<file path="config.mk">
export PLATFORM = sky130hd
export DESIGN_NAME = ysyx_lsu_sq_flat
export DESIGN_NICKNAME = d
export VERILOG_FILES = /design/src/rtl/ysyx_lsu_sq_if.sv /design/src/rtl/ysyx_lsu_sq.sv /design/src/flat_wrapper.sv
export SDC_FILE = /design/constraint.sdc
export NUM_CORES = 1
export LEC_CHECK = 0
export ABC_AREA = 1
export BUFFER_PORTS_ARGS = -buffer_cell sky130_fd_sc_hd__buf_4
export CAP_MARGIN = 0
export CELL_PAD_IN_SITES_DETAIL_PLACEMENT = 0
export CELL_PAD_IN_SITES_GLOBAL_PLACEMENT = 2
export CORE_MARGIN = 2
export CORE_UTILIZATION = 32
export CTS_BUF_LIST = sky130_fd_sc_hd__clkbuf_4
export DETAILED_ROUTE_END_ITERATION = 8
export GPL_ROUTABILITY_DRIVEN = 0
export PLACE_DENSITY = 0.88
export SETUP_SLACK_MARGIN = 0.15
export SLEW_MARGIN = 25
export SYNTH_ARGS = -nofsm -noshare
export SYNTH_HDL_FRONTEND = slang
export SYNTH_SLANG_ARGS = --single-unit
</file>
<file path="constraint.sdc">
create_clock -name clock -period 4.38 [get_ports clock]
set_clock_uncertainty 0.15 [all_clocks]
set_input_delay 0.219 -clock clock [delete_from_list [all_inputs] [get_ports clock]]
set_output_delay 0.219 -clock clock [all_outputs]
set_load 0.005 [all_outputs]
</file>
<file path="src/rtl/ysyx_lsu_sq_if.sv">
// Bundle of the store queue's commit, memory-write and load-forwarding signals.
// The slave modport is the queue's view and the master modport is the surrounding pipeline's view.
`ifndef YSYX_XLEN
`define YSYX_XLEN 32
`endif

interface ysyx_lsu_sq_if #(
    parameter int XLEN = `YSYX_XLEN
);
    logic            cm_valid;
    logic            cm_store;
    logic [1:0]      cm_size;
    logic [XLEN-1:0] cm_waddr;
    logic [XLEN-1:0] cm_wdata;
    logic            sq_ready;
    logic            sq_empty;

    logic            mem_req_valid;
    logic            mem_req_ready;
    logic [XLEN-1:0] mem_addr;
    logic [XLEN-1:0] mem_wdata;
    logic [3:0]      mem_wstrb;
    logic            mem_ack;

    logic [XLEN-1:0] ld_addr;
    logic            ld_hit;
    logic [XLEN-1:0] ld_data;
    logic            ld_conflict;

    modport master (
        output cm_valid, cm_store, cm_size, cm_waddr, cm_wdata,
        output mem_req_ready, mem_ack, ld_addr,
        input  sq_ready, sq_empty, mem_req_valid, mem_addr, mem_wdata, mem_wstrb,
        input  ld_hit, ld_data, ld_conflict
    );

    modport slave (
        input  cm_valid, cm_store, cm_size, cm_waddr, cm_wdata,
        input  mem_req_ready, mem_ack, ld_addr,
        output sq_ready, sq_empty, mem_req_valid, mem_addr, mem_wdata, mem_wstrb,
        output ld_hit, ld_data, ld_conflict
    );
endinterface

</file>
<file path="src/rtl/ysyx_lsu_sq.sv">
// Committed-store queue: in-order drain to the data-memory write port plus word-granular load forwarding.
// Optional YSYX_SQ_COALESCE_EN merges a store into the youngest entry when both target the same word.
`ifndef YSYX_XLEN
`define YSYX_XLEN 32
`endif

module ysyx_lsu_sq #(
    parameter int SQ_SIZE = 4,
    parameter int XLEN    = `YSYX_XLEN
) (
    input  logic          clock,
    input  logic          reset,
    ysyx_lsu_sq_if.slave  bus
);
    localparam int PW = $clog2(SQ_SIZE);
    localparam int CW = PW + 1;
    localparam int AW = XLEN - 2;

    typedef enum logic [1:0] {
        S_IDLE,
        S_REQ,
        S_WAIT
    } state_t;

    state_t           state;
    logic [PW-1:0]    head;
    logic [PW-1:0]    tail;
    logic [CW-1:0]    count;
    logic [SQ_SIZE-1:0] ent_valid;
    logic [AW-1:0]    ent_addr [SQ_SIZE];
    logic [XLEN-1:0]  ent_data [SQ_SIZE];
    logic [3:0]       ent_strb [SQ_SIZE];

    logic             full;
    logic             merge;
    logic             enq;
    logic             alloc;
    logic             pop;
    logic             ready;
    logic [AW-1:0]    cm_word;
    logic [1:0]       cm_off;
    logic [3:0]       size_mask;
    logic [3:0]       new_strb;
    logic [XLEN-1:0]  new_data;

    assign full    = (count == CW'(SQ_SIZE));
    assign cm_word = bus.cm_waddr[XLEN-1:2];
    assign cm_off  = bus.cm_waddr[1:0];

    always_comb begin
        size_mask = 4'hF;
        case (bus.cm_size)
            2'd0:    size_mask = 4'h1;
            2'd1:    size_mask = 4'h3;
            default: size_mask = 4'hF;
        endcase
    end

    assign new_strb = size_mask << cm_off;
    assign new_data = bus.cm_wdata << {cm_off, 3'b000};

`ifdef YSYX_SQ_COALESCE_EN
    logic [PW-1:0] youngest;
    logic          merge_ok;

    // The head is frozen once it has been offered to memory, so it can only absorb stores while idle.
    assign youngest = tail - PW'(1);
    assign merge_ok = (count != '0) && (ent_addr[youngest] == cm_word) &&
                      !((youngest == head) && (state != S_IDLE));
    assign ready    = !full || merge_ok;
    assign merge    = bus.cm_valid && bus.cm_store && merge_ok;
`else
    assign ready    = !full;
    assign merge    = 1'b0;
`endif

    assign enq   = bus.cm_valid && bus.cm_store && ready;
    assign alloc = enq && !merge;
    assign pop   = (state == S_WAIT) && bus.mem_ack;

    // Control state: drain FSM, pointers, occupancy and per-entry valid bits.
    always_ff @(posedge clock or posedge reset) begin
        if (reset) begin
            state     <= S_IDLE;
            head      <= '0;
            tail      <= '0;
            count     <= '0;
            ent_valid <= '0;
        end else begin
            case (state)
                S_IDLE: if (count != '0) state <= S_REQ;
                S_REQ:  if (bus.mem_req_ready) state <= S_WAIT;
                S_WAIT: if (bus.mem_ack) state <= (count > CW'(1)) ? S_REQ : S_IDLE;
                default: state <= S_IDLE;
            endcase

            if (pop) begin
                ent_valid[head] <= 1'b0;
                head            <= head + PW'(1);
            end
            if (alloc) begin
                ent_valid[tail] <= 1'b1;
                tail            <= tail + PW'(1);
            end

            case ({alloc, pop})
                2'b10:   count <= count + CW'(1);
                2'b01:   count <= count - CW'(1);
                default: count <= count;
            endcase
        end
    end

    // Entry payload needs no reset; it is only observed through valid entries.
    always_ff @(posedge clock) begin
        if (alloc) begin
            ent_addr[tail] <= cm_word;
            ent_data[tail] <= new_data;
            ent_strb[tail] <= new_strb;
        end
`ifdef YSYX_SQ_COALESCE_EN
        else if (merge) begin
            for (int b = 0; b < 4; b++) begin
                if (new_strb[b]) ent_data[youngest][8*b +: 8] <= new_data[8*b +: 8];
            end
            ent_strb[youngest] <= ent_strb[youngest] | new_strb;
        end
`endif
    end

    logic          fwd_found;
    logic [PW-1:0] fwd_idx;
    logic [PW-1:0] scan_idx;

    // Walk from oldest to youngest so the last match seen is the one nearest the tail.
    always_comb begin
        fwd_found = 1'b0;
        fwd_idx   = '0;
        scan_idx  = '0;
        for (int i = 0; i < SQ_SIZE; i++) begin
            scan_idx = head + PW'(i);
            if (ent_valid[scan_idx] && (ent_addr[scan_idx] == bus.ld_addr[XLEN-1:2])) begin
                fwd_found = 1'b1;
                fwd_idx   = scan_idx;
            end
        end
    end

    assign bus.ld_hit      = fwd_found && (ent_strb[fwd_idx] == 4'hF);
    assign bus.ld_conflict = fwd_found && (ent_strb[fwd_idx] != 4'hF);
    assign bus.ld_data     = bus.ld_hit ? ent_data[fwd_idx] : '0;

    assign bus.sq_ready      = ready;
    assign bus.sq_empty      = (count == '0) && (state == S_IDLE);
    assign bus.mem_req_valid = (state == S_REQ);
    assign bus.mem_addr      = (state == S_REQ) ? {ent_addr[head], 2'b00} : '0;
    assign bus.mem_wdata     = (state == S_REQ) ? ent_data[head] : '0;
    assign bus.mem_wstrb     = (state == S_REQ) ? ent_strb[head] : 4'h0;
endmodule

</file>
<file path="src/flat_wrapper.sv">
// flat-port wrapper written by rule: the top's interface ports become plain ports
module ysyx_lsu_sq_flat 
#(
    parameter int SQ_SIZE = 4,
    parameter int XLEN    = `YSYX_XLEN
)
  (clock, reset, bus_cm_valid, bus_cm_store, bus_cm_size, bus_cm_waddr, bus_cm_wdata, bus_mem_req_ready, bus_mem_ack, bus_ld_addr, bus_sq_ready, bus_sq_empty, bus_mem_req_valid, bus_mem_addr, bus_mem_wdata, bus_mem_wstrb, bus_ld_hit, bus_ld_data, bus_ld_conflict);
  ysyx_lsu_sq_if #(.XLEN(XLEN)) bus_i ();
  input  logic clock;
  input  logic reset;
  input wire logic [$bits(bus_i.cm_valid)-1:0] bus_cm_valid;
  input wire logic [$bits(bus_i.cm_store)-1:0] bus_cm_store;
  input wire logic [$bits(bus_i.cm_size)-1:0] bus_cm_size;
  input wire logic [$bits(bus_i.cm_waddr)-1:0] bus_cm_waddr;
  input wire logic [$bits(bus_i.cm_wdata)-1:0] bus_cm_wdata;
  input wire logic [$bits(bus_i.mem_req_ready)-1:0] bus_mem_req_ready;
  input wire logic [$bits(bus_i.mem_ack)-1:0] bus_mem_ack;
  input wire logic [$bits(bus_i.ld_addr)-1:0] bus_ld_addr;
  output wire logic [$bits(bus_i.sq_ready)-1:0] bus_sq_ready;
  output wire logic [$bits(bus_i.sq_empty)-1:0] bus_sq_empty;
  output wire logic [$bits(bus_i.mem_req_valid)-1:0] bus_mem_req_valid;
  output wire logic [$bits(bus_i.mem_addr)-1:0] bus_mem_addr;
  output wire logic [$bits(bus_i.mem_wdata)-1:0] bus_mem_wdata;
  output wire logic [$bits(bus_i.mem_wstrb)-1:0] bus_mem_wstrb;
  output wire logic [$bits(bus_i.ld_hit)-1:0] bus_ld_hit;
  output wire logic [$bits(bus_i.ld_data)-1:0] bus_ld_data;
  output wire logic [$bits(bus_i.ld_conflict)-1:0] bus_ld_conflict;
  assign bus_i.cm_valid = bus_cm_valid;
  assign bus_i.cm_store = bus_cm_store;
  assign bus_i.cm_size = bus_cm_size;
  assign bus_i.cm_waddr = bus_cm_waddr;
  assign bus_i.cm_wdata = bus_cm_wdata;
  assign bus_i.mem_req_ready = bus_mem_req_ready;
  assign bus_i.mem_ack = bus_mem_ack;
  assign bus_i.ld_addr = bus_ld_addr;
  assign bus_sq_ready = bus_i.sq_ready;
  assign bus_sq_empty = bus_i.sq_empty;
  assign bus_mem_req_valid = bus_i.mem_req_valid;
  assign bus_mem_addr = bus_i.mem_addr;
  assign bus_mem_wdata = bus_i.mem_wdata;
  assign bus_mem_wstrb = bus_i.mem_wstrb;
  assign bus_ld_hit = bus_i.ld_hit;
  assign bus_ld_data = bus_i.ld_data;
  assign bus_ld_conflict = bus_i.ld_conflict;
  ysyx_lsu_sq #(.SQ_SIZE(SQ_SIZE), .XLEN(XLEN)) u_core (.clock(clock), .reset(reset), .bus(bus_i));
endmodule
</file>
* Word-level counts from Yosys, hierarchy flattened
Memories as Yosys holds them, arrays and structs flattened.
Cells that the tools add are included.
Widths: inputs -> output; s select.
** Storage, ports and cells
- Bits in registers :: 13
- RAM bits :: 264
- Input port bits :: 104
- Logic and storage cells :: 96
- Memories kept :: 3
** Memories
- u_core.ent_data :: depth 4, width 32, rd ports 2, clocked after Yosys merged registers in 0, write ports 1, line ysyx_lsu_sq.sv:31 : logic [XLEN-1:0] ent_data [SQ_SIZE];
- u_core.ent_addr :: depth 4, width 30, rd ports 4, clocked after Yosys merged registers in 0, write ports 1, line ysyx_lsu_sq.sv:30 : logic [AW-1:0] ent_addr [SQ_SIZE];
- u_core.ent_strb :: depth 4, width 4, rd ports 2, clocked after Yosys merged registers in 0, write ports 1, line ysyx_lsu_sq.sv:32 : logic [3:0] ent_strb [SQ_SIZE];
** Operators by class
- Add/subtract/negate cells :: 6
- $lt $le $gt $ge :: 8
- Equality and inequality tests :: 15
- Shift operators :: 2
- Muxes and demuxes :: 35
- Bitwise logic cells :: 3
- Reduce and logical (&&, ||, !) cells :: 19
** Operator list (count)
- $eq 30x30->1 :: 4
- $mux 32 :: 3
- $shl 32x5->32 :: 1
- $lt 2x3->1 const B :: 5
- $mux 2 :: 7
- $mux 1 :: 13
- $logic_and 1x1->1 :: 12
- $mux 4 :: 3
- $bmux 1 s2 :: 4
- $pmux 4 s2 :: 1
- $eq 2x1->1 const B :: 3
- $pmux 2 s3 :: 1
- $pmux 3 s2 :: 1
- $add 2x1->2 const B :: 2
- $add 2x2->2 const B :: 2
- $and 4x4->4 :: 1
- $demux 1 s2 :: 2
- $eq 2x2->1 const B :: 2
- $eq 4x4->1 const B :: 1
- $ge 2x1->1 const B :: 2
- $logic_not 2->1 :: 2
- $ne 2x2->1 const B :: 2
- $ne 4x4->1 const B :: 1
- $not 4->4 :: 1
- 12 further kinds :: 12

* Logic depth before layout (Yosys ltp)
Gate-level depths: netlist of run 1.
An unclocked memory read counts as a cell.
- Depth in word-level cells :: 11
- Mapped depth :: 29
- Mapped depth without buffers :: 22

* Worst setup path after synthesis of run 1
No wires, ideal clock.
- Path kind :: register -> register
- Start point :: register u_core.count[0]
- End point :: memory u_core.ent_addr[0][0] (netlist name) (enable)
- Setup time :: 491 ps
- Arrival :: 3850 ps
- Required time :: 3739 ps
- Setup slack :: -110 ps
- Stages on the path, launching flop included :: 7
- Path buffers :: 1
- Clock period less this slack :: 4490 ps
- Cell sequence :: dfrtp_1 > inv_1 > ha_1 > nand2_1 > nand3_1 > clkbuf_1 > nor2_1
** Between the ends
- Word-level cells in the longest chain between the ends :: 5
** Ends and longest elaborated chain
- start, declared :: line ysyx_lsu_sq.sv:28 : logic [CW-1:0] count;
- start signal, assigned :: line ysyx_lsu_sq.sv:107 : 2'b10: count <= count + CW'(1);
- start signal, assigned :: line ysyx_lsu_sq.sv:108 : 2'b01: count <= count - CW'(1);
- start signal, assigned :: line ysyx_lsu_sq.sv:109 : default: count <= count;
- $eq 3x3->1 :: line ysyx_lsu_sq.sv:46 : assign full = (count == CW'(SQ_SIZE));
- $logic_not 1->1 :: line ysyx_lsu_sq.sv:73 : assign ready = !full;
- net bus_sq_ready :: line flat_wrapper.sv:19 : output wire logic [$bits(bus_i.sq_ready)-1:0] bus_sq_ready;
- $logic_and 1x1->1 :: line ysyx_lsu_sq.sv:77 : assign enq = bus.cm_valid && bus.cm_store && ready;
- $mux 1 :: line ysyx_lsu_sq.sv:116 : if (alloc) begin
- $mux 1 (implied by the code) :: line ysyx_lsu_sq.sv:117 : ent_addr[tail] <= cm_word;
- end, declared :: line ysyx_lsu_sq.sv:30
The timed path passes the listed nets, and every way through them passes these cells.

* Final worst setup path of run 1
- Start point :: register u_core.head[0]
- End point :: output bus_ld_data[12]
** Between the ends
- Word-level cells in the longest chain between the ends :: 11
- Elaborated cells on any way between the ends :: 33
- Classes of those cells :: add/sub (3); eq/ne (5); mux (17); reduce/logical (5); memory (3)
** Ends and longest elaborated chain
- start, declared :: line ysyx_lsu_sq.sv:26 : logic [PW-1:0] head;
- start signal, assigned :: line ysyx_lsu_sq.sv:99 : head <= head + PW'(1);
- $add 2x1->2, or another cell as far along :: line ysyx_lsu_sq.sv:141 : scan_idx = head + PW'(i);
- $mem_v2 4x30, or another cell as far along
- $eq 30x30->1, or another cell as far along :: line ysyx_lsu_sq.sv:142 : if (ent_valid[scan_idx] && (ent_addr[scan_idx] == bus.ld_addr[XLEN-1:2])) begin
- $logic_and 1x1->1 / $mux 2 (equally long branches) :: line ysyx_lsu_sq.sv:142
- $mux 2 (3 in series) :: line ysyx_lsu_sq.sv:142
- $mem_v2 4x4
- $eq 4x4->1 :: line ysyx_lsu_sq.sv:149 : assign bus.ld_hit = fwd_found && (ent_strb[fwd_idx] == 4'hF);
- $logic_and 1x1->1 :: line ysyx_lsu_sq.sv:149
- $mux 32 * :: line ysyx_lsu_sq.sv:151 : assign bus.ld_data = bus.ld_hit ? ent_data[fwd_idx] : '0;
- end, declared :: line flat_wrapper.sv:26 : output wire logic [$bits(bus_i.ld_data)-1:0] bus_ld_data;
Every way passes the cells marked *; elsewhere a longest branch is shown, timed or not. The select of a mux whose other input is x is not followed.

==> impl_metrics.tcl, run 1 <==
set metrics [dict create \
    status "complete, but fails checks" \
    violations "setup timing" \
    clock_latency_ps 820 \
    min_period_ps 4540 \
    worst_setup_path_end_kind "output pin" \
    n_fill_cell 5209 \
    netlist_instances 2253 \
    syn_area_um2 17350 \
    synth_warnings 0 \
    io_pins 209 \
    ant_nets 0 \
    initial_core_util_pct 32.31 \
    max-slew-margin-rel_pct 38.34 \
    p_int_uw 8381 \
    p_sw_share_pct 46.34 \
    dieArea_um2 56100 \
    tightest_slew_ps 925.0 \
    switchingPower_uw 7238 \
    antenna_found_initial 6 \
    cp_common_cell "nand2_2" \
    viasPerCell 5.257 \
    first_global_vias 17140 \
    path_clk_slew_ps 60 \
    final_util_pct 45.41 \
    firstDrtPassIters 6 \
    root_buffer "clkbuf_4" \
    min-delay-path-class "in -> reg" \
    fp-row-count 85 \
    cts_sinks 277 \
    die_x_um 236.9 \
    setup_tns_ps -4275 \
    cts_buffer_depth 3 \
    period_share_pct 103.7 \
    grt.total_usage_pct 23.88 \
    worst_slack_ps -160.0 \
    power_per_cell_area_nw_per_um2 640.4 \
    cp-start-kind "flip-flop" \
    layout-drive-gt1-share_pct 24.22 \
    max_stage_delay_ps 520 \
    worstPathArrival_ps 4170 \
    finalPower_uw 15620 \
    drc 0 \
    cts_tree "done" \
    cp_slowest_cell "dfrtp_4" \
    peakVddDrop_uv 339.1 \
    grt_first_pass_wirelength_mm 101.0 \
    syn_avg_cell_area_um2 7.702 \
    critPathRequiredTime_ps 4010 \
    cts_made_buffers 82 \
    dp.cells 3058 \
    setup_viol 33 \
    design.core.area_um2 53710 \
    p_seq_share_pct 21.8 \
    grt_overflow_total 0 \
    routed_wirelength_mm 72.78 \
    clock.fmax_ghz 0.2203 \
    timing.hold.ws_ps 48.72 \
    yosysSeqAreaShare_pct 47.56 \
    clock_power_share_pct 15.9 \
    p_comb_share_pct 62.3 \
    hold_violations 0 \
    grt_max_degree 98 \
    vias 17930 \
    fin_nets 2769 \
    drt_iter0_markers 1716 \
    p_leak_uw 0.01064 \
    syn_to_final_growth_pct 40.55 \
    rsz0062_at_grt "yes" \
    report.final.slew_viol_count 0 \
    wire_per_inst_um 21.34 \
    fin_cells 3410 \
    die_h_um 236.9 \
    port-buffer-count 204 \
    synth_cell_types 36 \
    htree_levels 3 \
    dp_hpwl_mm 40.18 \
    crit_fanout 5 \
    path_cells "inv_12, ha_4, clkbuf_16, clkbuf_16, nand3_2, nand2_2, nand2_2, nand2_2, nor3_4, nand2_1, nor2_2, nand2_2, nor2_4, nor2_2, nand2_2, nand2_4, nand2_2, nand3_2, nand2_2, nand2_4, buf_6, buf_12, nor2_4, buf_6" \
    crit_type "reg -> out" \
    maxCapViolCount 0 \
    synth-seq-cells 277 \
]
-- power groups by stage --
| stage | registers [uW] | clock network, uW | logic [uW] |
|---|---|---|---|
| finish | 3400 | 2480 | 9740 |
| global route | 3430 | 2700 | 10500 |
| CTS | 3400 | 2540 | 8590 |
| detailed placement | 3450 | 0 | 7150 |
| global placement | 3440 | 0 | 7090 |
| floorplan | 3420 | 0 | 4580 |
-- final cells by class --
| type | instances | area [um^2] | share of cell area (%) |
|---|---|---|---|
| Sequential cell | 277 | 8260 | 33.87 |
| Inverter | 165 | 640.6 | 2.627 |
| Tap cell | 696 | 870.8 | 3.571 |
| Multi-Input combinational cell | 1684 | 8461 | 34.69 |
| Clock inverter | 29 | 193.9 | 0.7952 |
| Antenna cell | 5 | 12.51 | 0.05130 |
| Timing Repair Buffer | 442 | 5109 | 20.95 |
| Clock buffer | 112 | 840.8 | 3.448 |
-- metrics by stage --
step	setup slack [ps]	instance area (um^2)
2_1_floorplan	-110.1	17360
3_3_place_gp	263.9	19570
3_5_place_dp	280.6	19570
4_1_cts	-177.1	23020
5_1_grt	-378.2	24390
6_report	-160.0	24390
-- cell usage after synthesis --
cell      count  area share [%]
ha_1         13            0.94
o22ai_1       3            0.11
conb_1        1           0.022
buf_6        15            0.97
inv_2        14            0.30
nand3_1     376              11
nand2_1     755              16
xor2_1       18            0.91
inv_1       146             3.2
inv_4         1           0.036
nor4_1        1           0.036
nor2_2       28             1.0
dfrtp_1      13             1.9
a21oi_2       1           0.050
a22oi_1       8            0.35
clkinv_1      4           0.087
nand4_1       6            0.22
clkbuf_1     43            0.93
xnor2_1       2            0.10
edfxtp_1    264              46
a31oi_1       1           0.036
buf_4         8            0.35
nand2b_1      1           0.036
nor3_1        4            0.12
o21ai_0      82             2.4
a21oi_1      84             2.4
buf_1        10            0.22
nand2_2       2           0.072
nand3b_1     68             2.9
buf_2        52             1.5
o21ai_1      15            0.43
nor2_1      174             3.8
o32ai_1       6            0.30
o211ai_1     32             1.4
mux2i_1       1           0.058
o31ai_1       1           0.043
-- layer usage --
metal / GRT usage [%] / share of wire [%] / vias to the layer above
li1: - / - / 8428
met1: 29.71 / 39 / 8465
met2: 41.27 / 49 / 887
met3: 4.651 / 8.4 / 144
met4: 8.343 / 3.4 / 4
met5: 0 / 0.029 / -
-- layout by cell type (no fill, tap or decap), types with 3 or more instances in the layout --
cell	instances
nor2_4	24
buf_12	26
nand2_2	54
edfxtp_1	264
inv_1	129
buf_4	214
dlygate4sd3_1	114
nor2_1	143
xor2_2	6
xor2_1	12
a22oi_1	8
buf_8	4
nand3_1	340
nand2_4	5
clkinv_1	18
dfrtp_1	11
o22ai_1	3
clkinv_2	9
nand3_2	33
nand2_1	698
diode_2	5
clkbuf_16	28
clkbuf_4	112
o21ai_1	24
buf_6	29
inv_2	29
nand4_1	6
o21ai_0	72
nor2_2	35
buf_16	25
nand3_4	3
nand3b_1	68
o211ai_1	32
a21oi_1	82
ha_1	12
o32ai_1	6
-- sequential cells by signal, indices dropped and copies added (netlist names) --
name and cells:
u_core.count 3, u_core.ent_addr 120, u_core.ent_data 128, u_core.ent_strb 16
u_core.ent_valid 4, u_core.head 2, u_core.state 2, u_core.tail 2
-- timing repair --
| action | CTS | global route |
|---|---|---|
| gates resized for setup | 126 | 141 |
| setup buffers | 24 | 15 |
| hold buffers | 113 | 1 |
| pin swaps | 37 | 119 |
| endpoints found under the setup margin | 34 | 34 |
| gates cloned | 21 | 32 |
| endpoints found under the hold margin | 294 | 3 |
-- final timing paths --
kind	from	end	slack [ps]	cells after the start
worst min-delay path	bus_cm_waddr[26]	u_core.ent_addr[3][24]$_DFFE_PP_	50	2
worst min register to register	u_core.ent_valid[1]$_DFF_PP0_	u_core.ent_valid[1]$_DFF_PP0_	340	2
max in group asynchronous	reset	u_core.head[0]$_DFFE_PP0P_	3200	4
worst max-delay path	u_core.head[0]$_DFFE_PP0P_	bus_ld_data[12]	-160	24
worst max register to register	u_core.count[0]$_DFFE_PP0P_	u_core.ent_addr[0][29]$_DFFE_PP_	1250	8
min in group asynchronous	reset	u_core.count[2]$_DFFE_PP0P_	440	4
-- worst max-delay path, delay by kind of cell, from the launching register on --
kind | cells | cell delay (ps)
simple gates | 17 | 1770
buf+inv | 6 | 840
flops | 1 | 520
fa+ha+maj | 1 | 240
-- logic make-up (layout without fill, tap and decap cells) --
kind of cell,Yosys count,after routing,synth area share (%)
multiplexers,1,1,0.05769
buffers and inverters,293,748,7.550
adder cells (fa/ha/maj),13,13,0.9374
AND/OR/NAND/NOR,1415,1415,35.37
other,1,7,0.02161
flip-flops,277,277,47.56
AO/OA/AOI/OAI,233,233,7.492
XOR/XNOR,20,20,1.010
No activity file was read; power rests on OpenSTA's default activity.
==> run 2: changes to the inputs <==
==> constraint.sdc (replaced) <==
create_clock -name clock -period 4.38 [get_ports clock]
set_clock_uncertainty 0.15 [all_clocks]
set_input_delay 1.095 -clock clock [delete_from_list [all_inputs] [get_ports clock]]
set_output_delay 1.095 -clock clock [all_outputs]
set_load 0.005 [all_outputs]
==> run 2 against run 1 <==
Compared with the run above: the flow still finishes with violations (setup timing); critical path depth down 4; clock-buffer cell count is 7 lower; clock power decreased by 8.1%; global-route usage decreased by 1.3 points; power shrank 1.2%; cell area fell by 2.5%; combinational power hardly changed; setup slack got worse by 800 ps; fmax decreased by 15%; sequential cell count unchanged; largest cell class unchanged; highest routed layer unchanged.
==> impl_metrics.tcl, run 2 (same netlist as run 1, synthesis figures left out) <==
set metrics [dict create \
    status "complete, but fails checks" \
    violations "setup timing" \
    worstPathArrival_ps 4100 \
    routed_wirelength_mm 65.97 \
    dieArea_um2 56100 \
    htree_levels 3 \
    report.final.slew_viol_count 0 \
    grt_max_degree 105 \
    path_cells "inv_6, ha_4, buf_12, buf_12, nand3_1, a21oi_1, nor3_4, nand2_1, nor2_2, nand4_1, nand2_2, nand2_4, buf_12, nand3_4, nand3_4, nand2_4, nand2_8, buf_12, nor2_4, buf_6" \
    initial_core_util_pct 32.31 \
    cp_slowest_cell "dfrtp_4" \
    cts_made_buffers 79 \
    min_period_ps 5343 \
    max_stage_delay_ps 510 \
    clock_latency_ps 800 \
    critPathRequiredTime_ps 3130 \
    cts_sinks 277 \
    setup_viol 34 \
    dp_slack_ps -292.3 \
    crit_type "reg -> out" \
    io_pins 209 \
    cp_common_cell "buf_12" \
    firstDrtPassIters 6 \
    crit_fanout 8 \
    worst_r2r_endpoint "u_core.ent_data[0][9]$_DFFE_PP_" \
    power_per_cell_area_nw_per_um2 648.9 \
    mostFrequentLayoutCells "688 x nand2_1, 335 x buf_4, 320 x nand3_1, 264 x edfxtp_1, 140 x nor2_1" \
    p_leak_uw 0.01047 \
    cts_buffer_depth 3 \
    die_x_um 236.9 \
    cts_tree "done" \
    rsz0062_at_grt "yes" \
    cts.hold.buffers_added 0 \
    worst_slack_ps -962.7 \
    port-buffer-count 204 \
    ant_nets 0 \
    final_common_cell "nand2_1" \
    critPathBufInv 6 \
    path_depth 20 \
    grt.total_usage_pct 22.63 \
    max-slew-margin-rel_pct 48.21 \
    syn_to_final_growth_pct 37.06 \
    period_share_pct 122.0 \
    antenna_found_initial 6 \
    stdcell_area_um2 23780 \
    finalPower_uw 15430 \
    vias 17490 \
    wire_per_inst_um 19.47 \
    r2r_slack_ps 1360 \
    regToRegStartpoint "u_core.count[0]$_DFFE_PP0P_" \
    startpoint "u_core.head[0]$_DFFE_PP0P_" \
    first_global_vias 16920 \
    grt_overflow_total 0 \
    largest_reg_flops 128 \
    layout-drive-gt1-share_pct 28.77 \
    largest-register "u_core.ent_data" \
    reg.largest.list "u_core.ent_data x128, u_core.ent_addr x120, u_core.ent_strb x16" \
    maxCapViolCount 0 \
    critPathTopFamily "simple AND/OR/NAND/NOR gates" \
    dp_hpwl_mm 43.01 \
    endpoint "bus_ld_data[12]" \
    path_clk_slew_ps 70 \
    viasPerCell 5.162 \
    ff2ff_path_depth 6 \
    drc 0 \
    tightest_slew_ps 774.7 \
    grt_first_pass_wirelength_mm 96.34 \
    drt_iter0_markers 1423 \
    min-delay-path-class "in -> async" \
    clock.fmax_ghz 0.1872 \
    die_h_um 236.9 \
    worst_setup_path_end_kind "output pin" \
    fin_nets 2754 \
    placed_area_um2 20900 \
    hold_violations 0 \
    cp-start-kind "flip-flop" \
    fp-row-count 85 \
    peakVddDrop_uv 320.4 \
    root_buffer "clkbuf_4" \
    design.core.area_um2 53710 \
]
-- run 2: routing by layer --
layer | vias to the layer above | track usage (%) | part of all wire (%)
met5 | - | 0 | 0.033
met4 | 4 | 9.973 | 3.5
met3 | 134 | 4.966 | 7.7
met2 | 750 | 38.85 | 49
met1 | 8212 | 27.20 | 40
li1 | 8389 | - | -
-- run 2: power breakdown --
group          switching [uW]  total, uW  internal, uW
Sequential                141       3400          3260
Combinational            5720       9750          4040
Clock                    1110       2280          1170
-- run 2: layout make-up --
class	instances	area, um^2
Antenna cell	5	12.51
Multi-Input combinational cell	1684	8691
Tap cell	696	870.8
Clock buffer	105	788.3
Inverter	165	639.4
Fill cell	5303	29930
Clock inverter	26	140.1
Sequential cell	277	8260
Timing Repair Buffer	430	4380
-- run 2: worst register-to-register path: cells and delay by family, from the launching register on --
kind | cells | cell delay, ps
AND/OR/NAND/NOR | 3 | 1380
flip-flops | 1 | 420
buffers and inverters | 2 | 510
adder cells (fa/ha/maj) | 1 | 230
-- run 2: repair_timing --
| item | in CTS | in global routing |
|---|---|---|
| pin swaps | 55 | 84 |
| setup endpoints to repair | 62 | 39 |
| buffers inserted | 12 | 10 |
| cloned | 16 | 7 |
| resized for setup | 152 | 144 |
-- run 2: per-stage QoR --
stage               hold slack (ps)  std cells  util (%)  TNS [ps]
global placement              336.9       3207     38.91     -7787
floorplan                     302.6       2254         -   -117740
finish                        188.8       3388     44.28    -31650
CTS                           96.85       3366     42.76    -32000
global route                  131.5       3387     44.28    -40040
detailed placement            345.4       3207     38.92     -8220
-- run 2: worst min path at each step --
stage	cells past startpoint	startpoint	slack (ps)	end
floorplan	2	u_core.ent_valid[1]$_DFF_PP0_	300	u_core.ent_valid[1]$_DFF_PP0_
global placement	2	u_core.ent_valid[1]$_DFF_PP0_	340	u_core.ent_valid[1]$_DFF_PP0_
detailed placement	2	u_core.ent_valid[1]$_DFF_PP0_	350	u_core.ent_valid[1]$_DFF_PP0_
CTS	2	reset	100	u_core.count[0]$_DFFE_PP0P_
global route	2	reset	130	u_core.count[0]$_DFFE_PP0P_
finish	2	reset	190	u_core.count[0]$_DFFE_PP0P_
==> run 3: changes to the inputs <==
--- a/config.mk
+++ b/config.mk
@@ -15,7 +15,7 @@
 export CTS_BUF_LIST = sky130_fd_sc_hd__clkbuf_4
 export DETAILED_ROUTE_END_ITERATION = 8
 export GPL_ROUTABILITY_DRIVEN = 0
-export PLACE_DENSITY = 0.88
+export PLACE_DENSITY = 0.81
 export SETUP_SLACK_MARGIN = 0.15
 export SLEW_MARGIN = 25
 export SYNTH_ARGS = -nofsm -noshare
==> constraint.sdc (replaced) <==
create_clock -name clock -period 4.38 [get_ports clock]
set_clock_uncertainty 0.15 [all_clocks]
set_input_delay 0.219 -clock clock [delete_from_list [all_inputs] [get_ports clock]]
set_output_delay 0.219 -clock clock [all_outputs]
set_load 0.005 [all_outputs]
==> run 3 against run 2 <==
Compared with the run above: the run still ends with setup timing left; cell area is 0.15% lower; routed wire length is 10% higher; worst hold slack worse by 95 ps; sequential power hardly changed; sequential share of layout area is 0.051 points higher; first-iteration DRC count is 6.1% higher; power is 0.53% lower; critical endpoint unchanged.
==> impl_metrics.tcl, run 3 (same netlist as run 1, synthesis figures left out) <==
set metrics [dict create \
    status "complete, but fails checks" \
    violations "setup timing" \
    fin_nets 2752 \
    crit_fanout 8 \
    period_share_pct 106.6 \
    routed_wirelength_mm 72.65 \
    grt_first_pass_wirelength_mm 104.1 \
    hold_violations 0 \
    finalPower_uw 15350 \
    grt.total_usage_pct 24.83 \
    drc 0 \
    drt_iter0_markers 1510 \
    antenna_found_initial 3 \
    min_period_ps 4669 \
    grtUsageMet1_pct 30.06 \
    die_h_um 236.9 \
    grt_max_degree 97 \
    maxCapViolCount 0 \
    cts_made_buffers 84 \
    grt_overflow_total 0 \
    design.core.area_um2 53710 \
    die_x_um 236.9 \
    io_pins 209 \
    peakVddDrop_uv 284.8 \
    port-buffer-count 204 \
    grt_most_used_layer "met2" \
    syn_to_final_growth_pct 36.86 \
    n_fill_cell 5363 \
    mostFrequentLayoutCells "711 x nand2_1, 360 x nand3_1, 264 x edfxtp_1, 229 x buf_4" \
    use_met3_pct 4.873 \
    root_buffer "clkbuf_4" \
    worst_slack_ps -289.2 \
    fp-row-count 85 \
    power_per_cell_area_nw_per_um2 646.4 \
    worst_setup_path_end_kind "output pin" \
    grtUsageMet2_pct 43.54 \
    path_clk_slew_ps 60 \
    ant_nets 0 \
    cp-start-kind "flip-flop" \
    htree_levels 3 \
    cts_sinks 277 \
    dp_hpwl_mm 41.36 \
    placed_area_um2 19710 \
    viasPerCell 5.206 \
    cts_tree "done" \
    vias 17700 \
    timing.hold.ws_ps 93.57 \
    setup_viol 33 \
    rsz0062_at_grt "yes" \
    p_leak_uw 0.01039 \
    max-slew-margin-rel_pct 38.34 \
    layout-drive-gt1-share_pct 21.53 \
    wire_per_inst_um 21.37 \
    report.final.slew_viol_count 0 \
    dieArea_um2 56100 \
    worstPathArrival_ps 4300 \
    min-delay-path-class "in -> reg" \
    initial_core_util_pct 32.31 \
    largest_reg_flops 128 \
    crit_type "reg -> out" \
    clock_latency_ps 880 \
    largest-register "u_core.ent_data" \
    final_common_cell "nand2_1" \
    cts_buffer_depth 3 \
    critPathRequiredTime_ps 4010 \
    firstDrtPassIters 5 \
    stdcell_area_um2 23750 \
    tightest_slew_ps 924.8 \
    clock.fmax_ghz 0.2142 \
    reg.largest.list "u_core.ent_data x128, u_core.ent_addr x120, u_core.ent_strb x16" \
    first_global_vias 17340 \
]
[run 3: changes by cell type in the layout (fill, tap and decap cells not counted), sizes merged]
cell / previous run / this run
clkinv: 27 / 39
buf: 420 / 289
inv: 161 / 162
clkinvlp: 2 / 4
clkbuf: 112 / 117
bufbuf: 3 / 8
dlygate4sd3: 0 / 117
[run 3: metrics by stage]
stage	cells	utilization (%)	TNS, ps	worst slack (ps)
floorplan	2254	-	-29070	-110.1
global placement	3072	36.70	0	262.9
detailed placement	3072	36.70	0	268.6
CTS	3373	43.14	-5073	-183.1
global route	3399	44.22	-13140	-444.3
finish	3399	44.22	-7309	-289.2
[run 3: layout make-up]
class,instances,area [um^2],share of cell area [%]
clock inverters,41,222.7,0.9378
diodes,5,12.51,0.05269
repair buffers,423,4583,19.30
clock buffers,108,810.8,3.414
inverters,165,649.4,2.734
flip-flops and latches,277,8260,34.78
well taps,696,870.8,3.667
multi-input cells,1684,8338,35.11
[run 3: routing by layer]
metal,vias to the layer above,share of wire [%]
met5,-,0.018
met4,2,3.2
met2,659,49
met1,8483,41
met3,147,6.6
li1,8404,-
[run 3: worst paths after layout]
path                                                         end  depth (start not counted)  slack, ps                          start
worst max register to register  u_core.ent_addr[3][29]$_DFFE_PP_                          6       1470    u_core.count[0]$_DFFE_PP0P_
max in group asynchronous             u_core.head[0]$_DFFE_PP0P_                          4       3320                          reset
worst min-delay path                  u_core.tail[1]$_DFFE_PP0P_                          3         90                   bus_cm_store
worst min register to register     u_core.ent_valid[1]$_DFF_PP0_                          2        350  u_core.ent_valid[1]$_DFF_PP0_
worst max-delay path                             bus_ld_data[12]                         23       -290     u_core.head[1]$_DFFE_PP0P_
min in group asynchronous             u_core.head[1]$_DFFE_PP0P_                          4        330                          reset
[run 3: worst max-delay path: stages, from the launching register on]
cell      delay (ps)
dfrtp_4          450
inv_8             40
ha_4             330
clkinv_8         110
buf_12           170
nand3_4           90
nand2_4           50
nand2_4          100
nand2_4           70
nor3_4           240
nand2_1           90
nor2_2           150
nand4_1          270
nand2_2          180
nand2_4          110
nand2_8          120
nand2_2           60
nand3_2           70
nand2_2           70
nand2_4          110
buf_12           150
buf_12           160
nor2_4            40
buf_4            120
[run 3: power by group]
part	switching [uW]	leakage (uW)	total (uW)	internal, uW
sequential	145	0.00256	3400	3260
clock	1250	0.000597	2480	1230
combinational	5930	0.00723	9470	3540
total	7320	0.0104	15400	8030
[run 3: repair_timing]
item / CTS / global route
hold endpoints to repair: 288 / 0
buffers inserted: 15 / 9
pin swaps: 29 / 21
hold buffers: 117 / 0
gates resized for setup: 133 / 57
setup endpoints to repair: 34 / 34
cloned: 20 / 12
